===== src/rtl/clock_mode_ctrl.sv =====
// clock_mode_ctrl: top-level mode sequencer for the digital clock.
// Routes the user buttons to the time-set or alarm-set engine, freezes the
// timekeeper while the time is edited, and runs the alarm ring/snooze/auto-off
// sequence that drives the buzzer.
module clock_mode_ctrl #(
   parameter int RING_SECS   = 60,
   parameter int SNOOZE_SECS = 300,
   parameter int CNT_W       = 9
) (
   input  logic        clk,
   input  logic        rst,
   input  logic        set_btn,
   input  logic        mode_btn,
   input  logic        inc_btn,
   input  logic        sec_tick,
   input  logic [12:0] cur_time,
   input  logic [12:0] alm_time,
   input  logic        alarm_on,
   input  logic        time_ack,
   input  logic        alarm_ack,
   output logic        set_time_en,
   output logic        set_alarm_en,
   output logic        mode_pulse,
   output logic        inc_pulse,
   output logic        clock_run,
   output logic        buzzer,
   output logic        snooze_active,
   output logic [1:0]  state
);

   typedef enum logic [1:0] {
      ST_RUN       = 2'd0,
      ST_SET_TIME  = 2'd1,
      ST_SET_ALARM = 2'd2,
      ST_RINGING   = 2'd3
   } state_t;

   localparam logic [CNT_W-1:0] CNT_ZERO    = {CNT_W{1'b0}};
   localparam logic [CNT_W-1:0] CNT_ONE     = {{(CNT_W-1){1'b0}}, 1'b1};
   localparam logic [CNT_W-1:0] RING_LAST   = CNT_W'(RING_SECS) - CNT_ONE;
   localparam logic [CNT_W-1:0] SNOOZE_LOAD = CNT_W'(SNOOZE_SECS);

   state_t           state_r;
   state_t           state_s;
   logic             set_q_r;
   logic             mode_q_r;
   logic             inc_q_r;
   logic             match_q_r;
   logic             mode_pulse_r;
   logic             inc_pulse_r;
   logic             snooze_active_r;
   logic             snooze_pending_r;
   logic [CNT_W-1:0] ring_cnt_r;
   logic [CNT_W-1:0] snooze_cnt_r;

   logic             set_evt_s;
   logic             mode_evt_s;
   logic             inc_evt_s;
   logic             match_s;
   logic             trig_s;
   logic             in_set_s;
   logic             ring_start_s;
   logic             alarm_entry_s;
   logic             snooze_go_s;

   // Press events, alarm match edge and transition qualifiers
   always_comb begin
      set_evt_s     = set_btn & ~set_q_r;
      mode_evt_s    = mode_btn & ~mode_q_r;
      inc_evt_s     = inc_btn & ~inc_q_r;
      match_s       = alarm_on & (cur_time == alm_time);
      trig_s        = match_s & ~match_q_r;
      in_set_s      = (state_r == ST_SET_TIME) || (state_r == ST_SET_ALARM);
      ring_start_s  = (state_r == ST_RUN) && (state_s == ST_RINGING);
      alarm_entry_s = (state_r != ST_SET_ALARM) && (state_s == ST_SET_ALARM);
      snooze_go_s   = (state_r == ST_RINGING) && !mode_evt_s && inc_evt_s;
   end

   // Button / match history registers and forwarded press pulses
   always_ff @(posedge clk or negedge rst) begin
      if (!rst) begin
         set_q_r      <= 1'b0;
         mode_q_r     <= 1'b0;
         inc_q_r      <= 1'b0;
         match_q_r    <= 1'b0;
         mode_pulse_r <= 1'b0;
         inc_pulse_r  <= 1'b0;
      end else begin
         set_q_r      <= set_btn;
         mode_q_r     <= mode_btn;
         inc_q_r      <= inc_btn;
         match_q_r    <= match_s;
         mode_pulse_r <= mode_evt_s & in_set_s;
         inc_pulse_r  <= inc_evt_s & in_set_s;
      end
   end

   // FSM state register
   always_ff @(posedge clk or negedge rst) begin
      if (!rst) begin
         state_r <= ST_RUN;
      end else begin
         state_r <= state_s;
      end
   end

   // FSM next-state logic; a ring request beats a simultaneous set press
   always_comb begin
      state_s = state_r;
      case (state_r)
         ST_RUN: begin
            if (trig_s || snooze_pending_r) state_s = ST_RINGING;
            else if (set_evt_s)             state_s = ST_SET_TIME;
            else                            state_s = ST_RUN;
         end
         ST_SET_TIME: begin
            if (time_ack)       state_s = ST_RUN;
            else if (set_evt_s) state_s = ST_SET_ALARM;
            else                state_s = ST_SET_TIME;
         end
         ST_SET_ALARM: begin
            if (alarm_ack)      state_s = ST_RUN;
            else if (set_evt_s) state_s = ST_RUN;
            else                state_s = ST_SET_ALARM;
         end
         ST_RINGING: begin
            if (mode_evt_s || inc_evt_s)                 state_s = ST_RUN;
            else if (sec_tick && ring_cnt_r == RING_LAST) state_s = ST_RUN;
            else                                         state_s = ST_RINGING;
         end
         default: state_s = ST_RUN;
      endcase
   end

   // FSM output decode
   always_comb begin
      set_time_en   = 1'b0;
      set_alarm_en  = 1'b0;
      clock_run     = 1'b1;
      buzzer        = 1'b0;
      case (state_r)
         ST_RUN:       clock_run    = 1'b1;
         ST_SET_TIME: begin
            set_time_en = 1'b1;
            clock_run   = 1'b0;
         end
         ST_SET_ALARM: set_alarm_en = 1'b1;
         ST_RINGING:   buzzer       = 1'b1;
         default:      clock_run    = 1'b1;
      endcase
      mode_pulse    = mode_pulse_r;
      inc_pulse     = inc_pulse_r;
      snooze_active = snooze_active_r;
      state         = state_r;
   end

   // Ring duration counter: cleared on ring start, counts seconds while ringing
   always_ff @(posedge clk or negedge rst) begin
      if (!rst) begin
         ring_cnt_r <= CNT_ZERO;
      end else if (ring_start_s) begin
         ring_cnt_r <= CNT_ZERO;
      end else if (state_r == ST_RINGING && sec_tick && !mode_evt_s && !inc_evt_s) begin
         ring_cnt_r <= ring_cnt_r + CNT_ONE;
      end else begin
         ring_cnt_r <= ring_cnt_r;
      end
   end

   // Snooze countdown; expiry leaves a pending request that RUN serves
   always_ff @(posedge clk or negedge rst) begin
      if (!rst) begin
         snooze_active_r  <= 1'b0;
         snooze_pending_r <= 1'b0;
         snooze_cnt_r     <= CNT_ZERO;
      end else if (!alarm_on || ring_start_s || alarm_entry_s) begin
         snooze_active_r  <= 1'b0;
         snooze_pending_r <= 1'b0;
         snooze_cnt_r     <= snooze_cnt_r;
      end else if (snooze_go_s) begin
         snooze_active_r  <= 1'b1;
         snooze_pending_r <= 1'b0;
         snooze_cnt_r     <= SNOOZE_LOAD;
      end else if (snooze_active_r && sec_tick) begin
         if (snooze_cnt_r == CNT_ONE) begin
            snooze_active_r  <= 1'b0;
            snooze_pending_r <= 1'b1;
            snooze_cnt_r     <= CNT_ZERO;
         end else begin
            snooze_active_r  <= 1'b1;
            snooze_pending_r <= snooze_pending_r;
            snooze_cnt_r     <= snooze_cnt_r - CNT_ONE;
         end
      end else begin
         snooze_active_r  <= snooze_active_r;
         snooze_pending_r <= snooze_pending_r;
         snooze_cnt_r     <= snooze_cnt_r;
      end
   end

endmodule


===== config.mk =====
export PLATFORM = sky130hd
export DESIGN_NAME = clock_mode_ctrl
export DESIGN_NICKNAME = d
export VERILOG_FILES = /design/src/rtl/clock_mode_ctrl.sv
export SDC_FILE = /design/constraint.sdc
export NUM_CORES = 1
export LEC_CHECK = 0
export CAP_MARGIN = 5
export CORE_MARGIN = 5
export CORE_UTILIZATION = 49
export CTS_CLUSTER_DIAMETER = 100
export DETAILED_ROUTE_END_ITERATION = 12
export PLACE_DENSITY = 0.8
export SYNTH_ARGS = -nofsm -noshare
export SYNTH_HDL_FRONTEND = slang
export SYNTH_SLANG_ARGS = --single-unit

===== constraint.sdc =====
create_clock -name clk -period 2.75 [get_ports clk]
set_input_delay 0.4125 -clock clk [delete_from_list [all_inputs] [get_ports clk]]
set_output_delay 0.4125 -clock clk [all_outputs]
set_load 0.01 [all_outputs]

==> flow_metrics.tcl, run 1 <==
set metrics [dict create \
    status "completed" \
    synth_commonest_cells "28 x dfrtp_1, 22 x nor2_1, 16 x inv_1" \
    h-tree-depth 1 \
    maxSlewHeadroom 0.656 \
    setup-violations-final 0 \
    startpoint_type "flop" \
    dr.first_iter.drc_count 58 \
    tritoncts "done" \
    grt_pass1_wl_um 7510 \
    fin_worst_skew_ns 0.00205 \
    dieWidth_um 70.2 \
    power_density_nw_per_um2 697 \
    drive_gt1_frac 0.131 \
    arrival_ns 2.94 \
    overflow 0 \
    cp.required_ns 3.03 \
    cts_hold_buffers 0 \
    drtPass1Iterations 5 \
    swShare 0.390 \
    syn_avg_cell_area_um2 9.35 \
    clockPowerShare 0.160 \
    hold_path_class "input pin to asynchronous set/reset pin" \
    min_period_over_period 0.966 \
    power_leakage_uw 0.00104 \
    tightest_slew_ns 0.514 \
    cts_made_buffers 3 \
    min_period_ns 2.66 \
    r2r_cells 8 \
    route.detailed.drc 0 \
    synth_top_area_cell "dfrtp_1" \
    p_seq_frac 0.299 \
    holdWs_ns 0.450 \
    p_int_uw 1050 \
    clock_path_buffers 2 \
    vias 1666 \
    ir_worst_vdd_v 0.000393 \
    path_clk_slew_ns 0.15 \
    gp_congestion 0.894 \
    ant_nets 0 \
    die-area_um2 4930 \
    nNetsFinal 296 \
    cts-root-buf "clkbuf_4" \
    avgViaCountPerCell 5.59 \
    grt_max_degree 29 \
    synthTopCellsByArea "dfrtp_1 39%, xnor2_1 6.4%, ha_1 5.6%, nor2_1 4.6%, inv_1 3.4%" \
    p_switching_uw 672 \
    area_growth_pct 39.1 \
    synth_area_um2 1780 \
    combPwrFrac 0.541 \
    synth-main-ff-cell "dfrtp_1" \
    num_rows 21 \
    synth_most_common_cell "dfrtp_1" \
    synthesis.nets 233 \
    critPathKind "flop to flop" \
    synth_cells 190 \
    core_area_um2 3420 \
    diodes 0 \
    cts_sinks 28 \
    wl_per_cell_um 14.8 \
    slew_violations 0 \
    finalHoldViolations 0 \
    placed_area_um2 2370 \
    async_reset_ff_frac 1.00 \
    ios 44 \
    maxCapViolCount 0 \
    crit_fanout 6 \
    drt-total-wl_um 4400 \
    synthDistinctLibCells 42 \
    start_util 0.520 \
    die_y_um 70.2 \
    ys_seq_area_frac 0.394 \
    design_area_um2 2470 \
    yosysWarnings 0 \
    first_global_vias 1611 \
    worstSkewPairLatency_ns 0.34 \
    track_usage 0.184 \
    synth_top_area_frac 0.394 \
    dp.final_hpwl_um 3330 \
    ys_ff_latch 28 \
    end_kind "flop" \
    synth_edf_count 0 \
    antenna_found_initial 0 \
    fmax_mhz 376 \
    portBuffers 43 \
]
[critical path, cell delays in order, from the launching register on]
cell and delay (ns):
dfrtp_1 0.41, inv_1 0.10, ha_2 0.20, or4b_4 0.49, nor4_4 0.28, o22ai_2 0.13
mux2_4 0.36, o31ai_4 0.40, mux2i_1 0.22
[per-layer routing]
metal / GRT usage / vias up / wire length, µm
li1: - / 815 / -
met1: 0.254 / 792 / 2020
met2: 0.292 / 52 / 2040
met3: 0.0387 / 7 / 277
met4: 0.0511 / 0 / 69
met5: 0 / - / 0
[timing repair]
item	4_1_cts	5_1_grt
hold endpoints to repair	0	0
resized for setup	0	6
setup endpoints to repair	0	8
setup buffers	0	2
[cell usage in the layout, fill, tap and decap left out, types with 4 or more instances in the layout]
cell type / synthesis / final
clkdlybuf4s50_1: 0 / 43
dfrtp_1: 28 / 28
nor2_1: 22 / 22
inv_1: 16 / 16
buf_4: 0 / 14
xnor2_1: 13 / 13
nand2_1: 13 / 13
nand4_1: 9 / 9
o21ai_0: 8 / 8
a31oi_1: 7 / 7
nor3_1: 7 / 7
ha_1: 8 / 7
nand3_1: 6 / 6
a21oi_1: 6 / 6
xor2_1: 5 / 5
o22ai_1: 5 / 4
[path summary, 6_finish.rpt]
kind / from / end / slack [ns]
max: state[1]$_DFF_PN0_ / snooze_cnt_r[0]$_DFFE_PN0P_ / 0.09
min: rst / snooze_cnt_r[2]$_DFFE_PN0P_ / 0.45
max reg2reg: state[1]$_DFF_PN0_ / snooze_cnt_r[0]$_DFFE_PN0P_ / 0.09
min reg2reg: snooze_cnt_r[1]$_DFFE_PN0P_ / snooze_cnt_r[1]$_DFFE_PN0P_ / 0.51
max in group asynchronous: rst / snooze_cnt_r[8]$_DFFE_PN0P_ / 2.04
min in group clk: snooze_cnt_r[1]$_DFFE_PN0P_ / snooze_cnt_r[1]$_DFFE_PN0P_ / 0.51
[registers in the layout (all words and copies together), names as in the netlist]
name              count
inc_pulse             1
match_q_r             1
mode_q_r              1
snooze_cnt_r          9
mode_pulse            1
ring_cnt_r            9
snooze_pending_r      1
snooze_active         1
set_q_r               1
state                 2
inc_q_r               1
[power groups by stage]
| stage | sequential, µW | combinational (µW) | clock (µW) |
|---|---|---|---|
| 3_5_place_dp | 526 | 869 | 0 |
| 6_report | 516 | 932 | 275 |
| 4_1_cts | 518 | 876 | 282 |
| 2_1_floorplan | 532 | 501 | 0 |
| 5_1_grt | 523 | 1010 | 301 |
| 3_3_place_gp | 523 | 863 | 0 |
[cells by family after synthesis]
kind of cell               after synthesis  synth area share
muxes                                    4            0.0232
adders and majority gates                8            0.0563
xor gates and xnor gates                18            0.0887
DFF                                     28             0.394
buffers and inverters                   16            0.0338
AOI/OAI and AO/OA                       42             0.181
and+or+nand+nor                         74             0.223
[stage by stage]
step | power (µW) | util | setup WS, ns | std cells | TNS [ns]
6_report | 1720 | 0.723 | 0.0924 | 298 | 0
5_1_grt | 1830 | 0.723 | -0.0413 | 298 | -0.0491
2_1_floorplan | 1030 | - | 0.322 | 190 | 0
4_1_cts | 1680 | 0.711 | 0.0736 | 296 | 0
3_3_place_gp | 1390 | 0.695 | -0.0977 | 292 | -0.428
3_5_place_dp | 1400 | 0.695 | -0.126 | 292 | -0.546
[layout make-up]
cell class	count	area (µm²)
Clock inverter	1	30.0
Fill cell	263	945
Inverter	16	60.1
Clock buffer	3	22.5
Multi-Input combinational cell	146	1040
Sequential cell	28	701
Timing Repair Buffer	58	556
Tap cell	46	57.6
(Power assumes the default switching activity.)
==> run 2: changes to the inputs <==
--- a/config.mk
+++ b/config.mk
@@ -8,7 +8,6 @@
 export CAP_MARGIN = 5
 export CORE_MARGIN = 5
 export CORE_UTILIZATION = 49
-export CTS_CLUSTER_DIAMETER = 100
 export DETAILED_ROUTE_END_ITERATION = 12
 export PLACE_DENSITY = 0.8
 export SYNTH_ARGS = -nofsm -noshare
==> results of run 2 <==
Final layout, timing and power as in run 1 (identical DEF).
